===== config.mk =====
export PLATFORM = sky130hd
export DESIGN_NAME = int_ctrl
export DESIGN_NICKNAME = d
export VERILOG_FILES = /design/src/rtl/int_pkg.sv /design/src/rtl/int_sync_edge.sv /design/src/rtl/int_ctrl.sv
export SDC_FILE = /design/constraint.sdc
export NUM_CORES = 1
export LEC_CHECK = 0
export BUFFER_PORTS_ARGS = -buffer_cell sky130_fd_sc_hd__buf_2
export CORE_AREA = 5 5 98 100
export CTS_CLUSTER_SIZE = 24
export DETAILED_ROUTE_END_ITERATION = 8
export DIE_AREA = 0 0 103 105
export PLACE_DENSITY = 0.54
export SKIP_LAST_GASP = 1
export SLEW_MARGIN = 20
export SYNTH_ARGS = -nofsm -noshare
export SYNTH_HDL_FRONTEND = slang
export SYNTH_SLANG_ARGS = --single-unit

===== constraint.sdc =====
create_clock -name clk -period 3.3 [get_ports clk]
set_input_delay 0.165 -clock clk [delete_from_list [all_inputs] [get_ports clk]]
set_output_delay 0.165 -clock clk [all_outputs]
set_load 0.02 [all_outputs]

===== src/rtl/int_pkg.sv =====
// Shared types and constants for the interrupt controller: FSM state encoding,
// line-count limit and default handler-vector layout.
package int_pkg;

    typedef enum logic [1:0] {
        IDLE    = 2'd0,
        REQ     = 2'd1,
        SERVICE = 2'd2,
        RET     = 2'd3
    } state_e;

    localparam int NUM_IRQ_MAX = 8;
    // Wide enough to index any of NUM_IRQ_MAX lines.
    localparam int ID_W = 3;

    localparam logic [31:0] DEF_VEC_BASE   = 32'h0000_0100;
    localparam int          DEF_VEC_STRIDE = 8;

endpackage


===== src/rtl/int_sync_edge.sv =====
// One interrupt line: 2-flop synchroniser followed by a rising-edge detector.
// The history flop clears on reset, so a line already high at release is seen as an edge.
module int_sync_edge (
    input  logic clk,
    input  logic reset,
    input  logic irq,
    output logic rise
);

    logic sync1_reg;
    logic sync2_reg;
    logic prev_reg;

    always_ff @(posedge clk or negedge reset) begin
        if (!reset) begin
            sync1_reg <= 1'b0;
            sync2_reg <= 1'b0;
            prev_reg  <= 1'b0;
        end else begin
            sync1_reg <= irq;
            sync2_reg <= sync1_reg;
            prev_reg  <= sync2_reg;
        end
    end

    assign rise = sync2_reg & ~prev_reg;

endmodule


===== src/rtl/int_ctrl.sv =====
// Interrupt controller: edge-latched pending lines, enable mask, fixed-priority
// arbitration (lowest index wins) and the request / service / return sequence.
module int_ctrl
    import int_pkg::*;
#(
    parameter int          NUM_IRQ    = 4,
    parameter logic [31:0] VEC_BASE   = DEF_VEC_BASE,
    parameter int          VEC_STRIDE = DEF_VEC_STRIDE
) (
    input  logic               clk,
    input  logic               reset,
    input  logic [NUM_IRQ-1:0] irq,
    input  logic               mask_we,
    input  logic [NUM_IRQ-1:0] mask_wdata,
    input  logic               int_ack,
    input  logic [31:0]        pc_cur,
    input  logic               RFE,
    output logic               int_req,
    output logic [31:0]        vector,
    output logic [31:0]        epc,
    output logic               rfe_valid,
    output logic [NUM_IRQ-1:0] cause,
    output logic               in_service
);

    state_e              state_reg, state_next;
    logic [ID_W-1:0]     win_id_reg, win_id_next;
    logic [NUM_IRQ-1:0]  pending_reg, pending_next;
    logic [NUM_IRQ-1:0]  mask_reg, mask_next;
    logic [31:0]         epc_reg, epc_next;
    logic [NUM_IRQ-1:0]  cause_reg, cause_next;

    logic [NUM_IRQ-1:0]  rise;
    logic [NUM_IRQ-1:0]  eligible;
    logic [NUM_IRQ-1:0]  win_onehot;
    logic [ID_W-1:0]     winner;
    logic                accept;

    genvar gi;
    generate
        for (gi = 0; gi < NUM_IRQ; gi++) begin : g_line
            int_sync_edge u_sync_edge (
                .clk   (clk),
                .reset (reset),
                .irq   (irq[gi]),
                .rise  (rise[gi])
            );
            assign win_onehot[gi] = (win_id_reg == ID_W'(gi));
        end
    endgenerate

    assign eligible = pending_reg & mask_reg;

    // Scan from the top down so the lowest eligible index is the last assignment.
    always_comb begin
        winner = '0;
        for (int i = NUM_IRQ - 1; i >= 0; i--) begin
            if (eligible[i]) begin
                winner = ID_W'(i);
            end
        end
    end

    always_comb begin
        state_next  = state_reg;
        win_id_next = win_id_reg;
        accept      = 1'b0;
        case (state_reg)
            IDLE: begin
                if (|eligible) begin
                    state_next  = REQ;
                    win_id_next = winner;
                end
            end
            REQ: begin
                if (int_ack) begin
                    state_next = SERVICE;
                    accept     = 1'b1;
                end
            end
            SERVICE: begin
                if (RFE) begin
                    state_next = RET;
                end
            end
            RET:     state_next = IDLE;
            default: state_next = IDLE;
        endcase
    end

    // A fresh edge on the line being accepted survives the clear.
    always_comb begin
        pending_next = (pending_reg & ~(accept ? win_onehot : '0)) | rise;
        mask_next    = mask_we ? mask_wdata : mask_reg;
        epc_next     = accept ? pc_cur : epc_reg;
        cause_next   = cause_reg;
        if (accept) begin
            cause_next = win_onehot;
        end else if (state_reg == RET) begin
            cause_next = '0;
        end
    end

    always_ff @(posedge clk or negedge reset) begin
        if (!reset) begin
            state_reg   <= IDLE;
            win_id_reg  <= '0;
            pending_reg <= '0;
            mask_reg    <= '0;
            epc_reg     <= '0;
            cause_reg   <= '0;
        end else begin
            state_reg   <= state_next;
            win_id_reg  <= win_id_next;
            pending_reg <= pending_next;
            mask_reg    <= mask_next;
            epc_reg     <= epc_next;
            cause_reg   <= cause_next;
        end
    end

    assign int_req    = (state_reg == REQ);
    assign in_service = (state_reg == SERVICE);
    assign rfe_valid  = (state_reg == RET);
    assign vector     = (state_reg == REQ) ? (VEC_BASE + 32'(win_id_reg) * 32'(VEC_STRIDE)) : 32'h0;
    assign epc        = epc_reg;
    assign cause      = cause_reg;

endmodule


# --- Word-level counts from Yosys, hierarchy flattened ---
# Index checks and enable logic that the tools add are counted.
word_totals:
  ff_bits: 61
  in_bits: 45
  out_inout_bits: 71
  word_cells: 60
op_classes:
  n_addsub: 1
  n_eq_ne: 9
  n_mux: 14
  n_bitwise: 12
  reduce_logical: 6
op_table:
  columns: ["operator", "count"]
  rows:
  - ["2-to-1 mux 4 bit", 3]
  - ["adder 9 x 6 -> 10 bit (first input constant)", 1]
  - ["2-to-1 mux 10 bit", 1]
  - ["2-to-1 mux 2 bit", 5]
  - ["AND 4 bit", 2]
  - ["case mux 2 bit (4 select lines)", 1]
  - ["equality test 3 x 2 -> 1 bit (second input constant)", 2]
  - ["2-to-1 mux 3 bit", 2]
  - ["inequality test 2 bit (second input constant)", 3]
  - ["AND 1 bit", 4]
  - ["equality test 2 bit (second input constant)", 2]
  - ["inverter 1 bit", 4]
  - ["inverter 4 bit", 1]
  - ["OR 4 bit", 1]
  - ["OR reduction 4 bit", 1]
  - ["equality test 3 x 1 -> 1 bit (second input constant)", 1]
  - ["zero test 3 bit", 1]
  - ["AND reduction 3 bit", 1]
  - ["equality test 2 x 1 -> 1 bit (second input constant)", 1]
  - ["zero test 2 bit", 1]
  - ["2-to-1 mux 1 bit", 2]
  - ["AND reduction 2 bit", 1]
  - ["nonzero test 2 bit", 1]

# --- Depth between registers and ports, before layout ---
logic_depth:
  word_depth: 6
  depth_mapped: 7
  ltp_nobuf: 6

# --- Hierarchy ---
# From an unflattened synthesis, not the netlist that was laid out.
hier_totals:
  hier_cells: 178
  area_unflattened_um2: 2508.7
modules_own_cells:
  columns: ["module", "instances", "cells_per_inst", "area_per_inst_um2", "seq_area_each_um2"]
  rows:
  - ["int_ctrl", 1, 162, 2153.3, 1201.2]
  - ["int_sync_edge", 4, 4, 88.8, 75.1]

# --- Least setup slack after synthesis ---
# OpenSTA, ideal clock, no wires.
synth_timing:
  path_type: "reg2reg"
  startpoint: "register state_reg[1]"
  endpoint: "register epc_reg[16], in the netlist epc[16]"
  setup_time_ps: 65
  arrival_ps: 1607
  t_required_ps: 3235
  slack_ps: 1628
  path_stages_with_launch: 8
  n_path_buf: 2
  period_less_slack_ps: 1672
  cell_sequence: "dfrtp_1 -> inv_1 -> ha_1 -> and2_1 -> clkbuf_1 -> clkbuf_1 -> nand2_1 -> nand2_1"
synth_via:
  elab_chain_cells: 2
synth_rtl:
  columns: ["item", "line", "rtl"]
  rows:
  - ["start: declaration", "int_ctrl.sv:26", "state_e state_reg, state_next;"]
  - ["start signal: assignment", "int_ctrl.sv:113", "state_reg <= state_next;"]
  - ["equality test 2 x 1 -> 1 bit", null, null]
  - ["net int_req", "int_ctrl.sv:18", "output logic int_req,"]
  - ["2-to-1 mux 1 bit", "int_ctrl.sv:68", "case (state_reg)"]
  - ["end signal: assignment", "int_ctrl.sv:117", "epc_reg <= epc_next;"]
  - ["end: declaration", "int_ctrl.sv:30", "logic [31:0] epc_reg, epc_next;"]
# The timed path passes the listed nets, and every way through them passes these cells.
# A chain may end at the register's enable or synchronous reset.

# --- Worst setup path after layout ---
layout_timing:
  startpoint: "register state_reg[1]"
  endpoint: "register epc_reg[30], in the netlist epc[30]"
layout_via:
  elab_chain_cells: 2
layout_rtl:
  columns: ["item", "line"]
  rows:
  - ["equality test 2 x 1 -> 1 bit", "int_ctrl.sv:68"]
  - ["2-to-1 mux 1 bit", "int_ctrl.sv:68"]
# Every way passes these cells.

==> impl_metrics.py <==
metrics = {
    "die": {
        "die_y_um": 105,
        "io_pins": 116,
        "placement_rows": 34,
        "die_w_um": 103,
        "die-area_mm2": 0.0108,
        "start_util": 0.289,
        "coreArea_mm2": 0.00859,
    },
    "grt": {
        "grt-ovfl-total": 0,
        "grt_pass1_wl_um": 8900,
        "grt_pass1_vias": 1890,
        "grt_max_degree": 30,
        "antenna_found_initial": 0,
        "grt_usage": 0.105,
    },
    "worst_setup_path": {
        "required_ps": 3570,
        "crit_path_max_fanout": 19,
        "rrSetupSlack_ps": 1390,
        "startpoint_type": "register",
        "cp_cell_sequence": "inv_1, ha_1, and2_1, buf_4, nand2_1, nand2_1",
        "cp.arrival_ps": 2180,
        "cp_common_cell": "nand2_1",
        "worstRegToRegCells": 6,
        "cp-end-kind": "register",
        "reg2reg_to": "epc[30]",
        "worstSetupPathType": "reg -> reg",
        "r2r-start": "state_reg[1]",
        "cpMaxStageDelayCell": "and2_1",
        "max_stage_delay_ps": 550,
    },
    "clock_network": {
        "clkLatencyLatePin_ps": 330,
        "ctsHoldBuffers": 10,
        "cts-resized-gates": 0,
        "post-cts-setup-buffer-count": 0,
        "root_buffer": "clkbuf_8",
        "cts.htree.levels": 3,
        "clk_pin_slew_ps": 70,
        "cts.sinks": 60,
        "cts_made_buffers": 9,
        "cts_tree": "yes",
        "cts.path.max_buffers": 2,
    },
    "finish": {
        "multiInputGateArea_um2": 802,
        "seqCellArea_mm2": 0.00150,
        "largest_reg_flops": 32,
        "syn2layout_area_growth_pct": 32.9,
        "num-fill-cells": 892,
        "nets": 401,
        "drive_above_1_share": 0.315,
        "num_antenna_cells": 0,
        "fin_util": 0.384,
    },
    "timing": {
        "setup_viol": 0,
        "final-hold-violation-count": 0,
        "worst_pin_slew_ps": 597,
        "slew-limit-headroom": 0.602,
        "skew_ps": 5.34,
        "fin_crit_ps": 1910,
        "finalMaxSlewViolations": 0,
        "period_share": 0.579,
        "setup_tns_ps": 0,
        "rsz0062_at_grt": "false",
        "fmax_mhz": 523,
    },
    "pwr": {
        "p_switching_mw": 1.14,
        "pwr-share-seq": 0.377,
        "p_int_mw": 1.90,
        "combinationalPowerShare": 0.352,
        "power_density_mw_per_mm2": 918,
        "pwr-share-clk": 0.270,
        "p_leak_nw": 1.86,
        "ir_worst_vdd_v": 0.000281,
        "swShare": 0.375,
    },
    "worst_hold_path": {
        "holdPathStages": 3,
        "hp-class": "in -> reg",
        "hold-path-endpoint": "epc[22]",
        "min-delay-start": "pc_cur[22]",
    },
    "placement": {
        "gp_congestion": 0.689,
        "hpwl_um": 4170,
        "port_buffers": 86,
    },
    "yosys": {
        "synth.yosys.seq_area_share": 0.604,
        "synth.avg_cell_area_um2": 10.0,
        "synth-warning-count": 0,
        "ys_seq_elements": 60,
        "syn_area_mm2": 0.00249,
        "synthCells": 248,
        "synth_cell_types": 24,
    },
    "routing": {
        "drcViolationCount": 0,
        "ant_nets": 0,
        "drt-total-wl_um": 5610,
        "drt_iter0_markers": 47,
        "wl_per_cell_um": 12.1,
        "viasPerCell": 4.01,
        "dr.pass1.iters": 4,
        "num_vias": 1861,
    },
    "outcome": {
        "status": "completed",
    },
    "job": {
        "max_cap_violations": 0,
    },
}
-- worst max path at each step --
stage,from,slack (ps),to
global placement,state_reg[1],1460,epc[15]
detailed placement,state_reg[1],1350,epc[30]
CTS,state_reg[1],1330,epc[30]
floorplan,state_reg[1],1630,epc[16]
global route,state_reg[1],1130,pending_reg[1]
finish,state_reg[1],1390,epc[30]
-- logic make-up after synthesis --
family | count (synthesis) | synth area share
simple gates | 111 | 0.171
flops | 60 | 0.604
buf+inv | 46 | 0.116
compound gates | 19 | 0.0559
mux | 6 | 0.0267
fa+ha+maj | 5 | 0.0252
other cells | 1 | 0.00151
-- layout make-up --
class                      count  share of cell area
clock inverter                 4              0.0288
clock buffer                  12              0.0470
multi-input combinational    170               0.243
sequential                    60               0.455
tap                          108              0.0409
timing repair buffer         101               0.176
inverter                       9              0.0102
-- cell usage in the layout (no fill, tap or decap), types with 2 or more instances in the layout --
master / instances
buf_2: 86
a21oi_1: 2
nor2_1: 4
conb_1: 29
o31ai_1: 2
nand2_1: 103
a22o_1: 2
buf_4: 4
mux2_2: 4
bufinv_16: 3
and2_1: 3
o21ai_0: 7
dlygate4sd3_1: 10
inv_1: 9
clkbuf_8: 11
dfrtp_1: 60
ha_1: 5
-- per-stage QoR --
step                worst slack, ps  instance area [um2]  cells  power, mW  hold WS (ps)
floorplan                      1630                 2590    276       1.87          -131
global placement               1460                 2930    437       2.21           275
detailed placement             1350                 2950    438       2.24           161
CTS                            1330                 3300    464       3.10         0.310
global route                   1130                 3300    464       3.25          16.5
finish                         1390                 3300    464       3.03          20.0
-- cells in the mapped netlist --
master / number / area share
dfrtp_1: 60 / 0.60
nor2_1: 4 / 0.0060
a222oi_1: 1 / 0.0040
a21oi_1: 2 / 0.0040
ha_1: 5 / 0.025
o21ai_0: 7 / 0.014
mux2_1: 1 / 0.0045
inv_1: 9 / 0.014
a22o_4: 1 / 0.0070
buf_4: 30 / 0.091
conb_1: 1 / 0.0015
nand3_1: 1 / 0.0020
and2_1: 3 / 0.0075
a22o_1: 2 / 0.0070
nand2_1: 103 / 0.16
a32oi_1: 1 / 0.0035
a21o_1: 1 / 0.0030
o31ai_1: 2 / 0.0060
buf_2: 2 / 0.0040
mux2_2: 4 / 0.018
a211oi_1: 1 / 0.0030
mux2i_1: 1 / 0.0040
a22o_2: 1 / 0.0040
clkbuf_1: 5 / 0.0075
-- power groups by stage --
stage	sequential [mW]	combinational [mW]	clock, mW
global placement	1.15	1.06	0
floorplan	1.37	0.500	0
CTS	1.15	1.10	0.853
global route	1.18	1.19	0.876
detailed placement	1.16	1.09	0
finish	1.14	1.07	0.820
-- critical path, delay by kind of cell (launching register included) --
kind | cells | cell delay, ps
adders and majority gates | 1 | 270
buffers and inverters | 2 | 460
DFF | 1 | 420
and+or+nand+nor | 3 | 700
-- routing by layer --
| metal | track usage | share of wire |
|---|---|---|
| met5 | 0 | 0 |
| met4 | 0.0527 | 0.017 |
| met3 | 0.0353 | 0.087 |
| met2 | 0.163 | 0.46 |
| met1 | 0.129 | 0.44 |
Note: power is estimated with default switching activity, not from simulation.
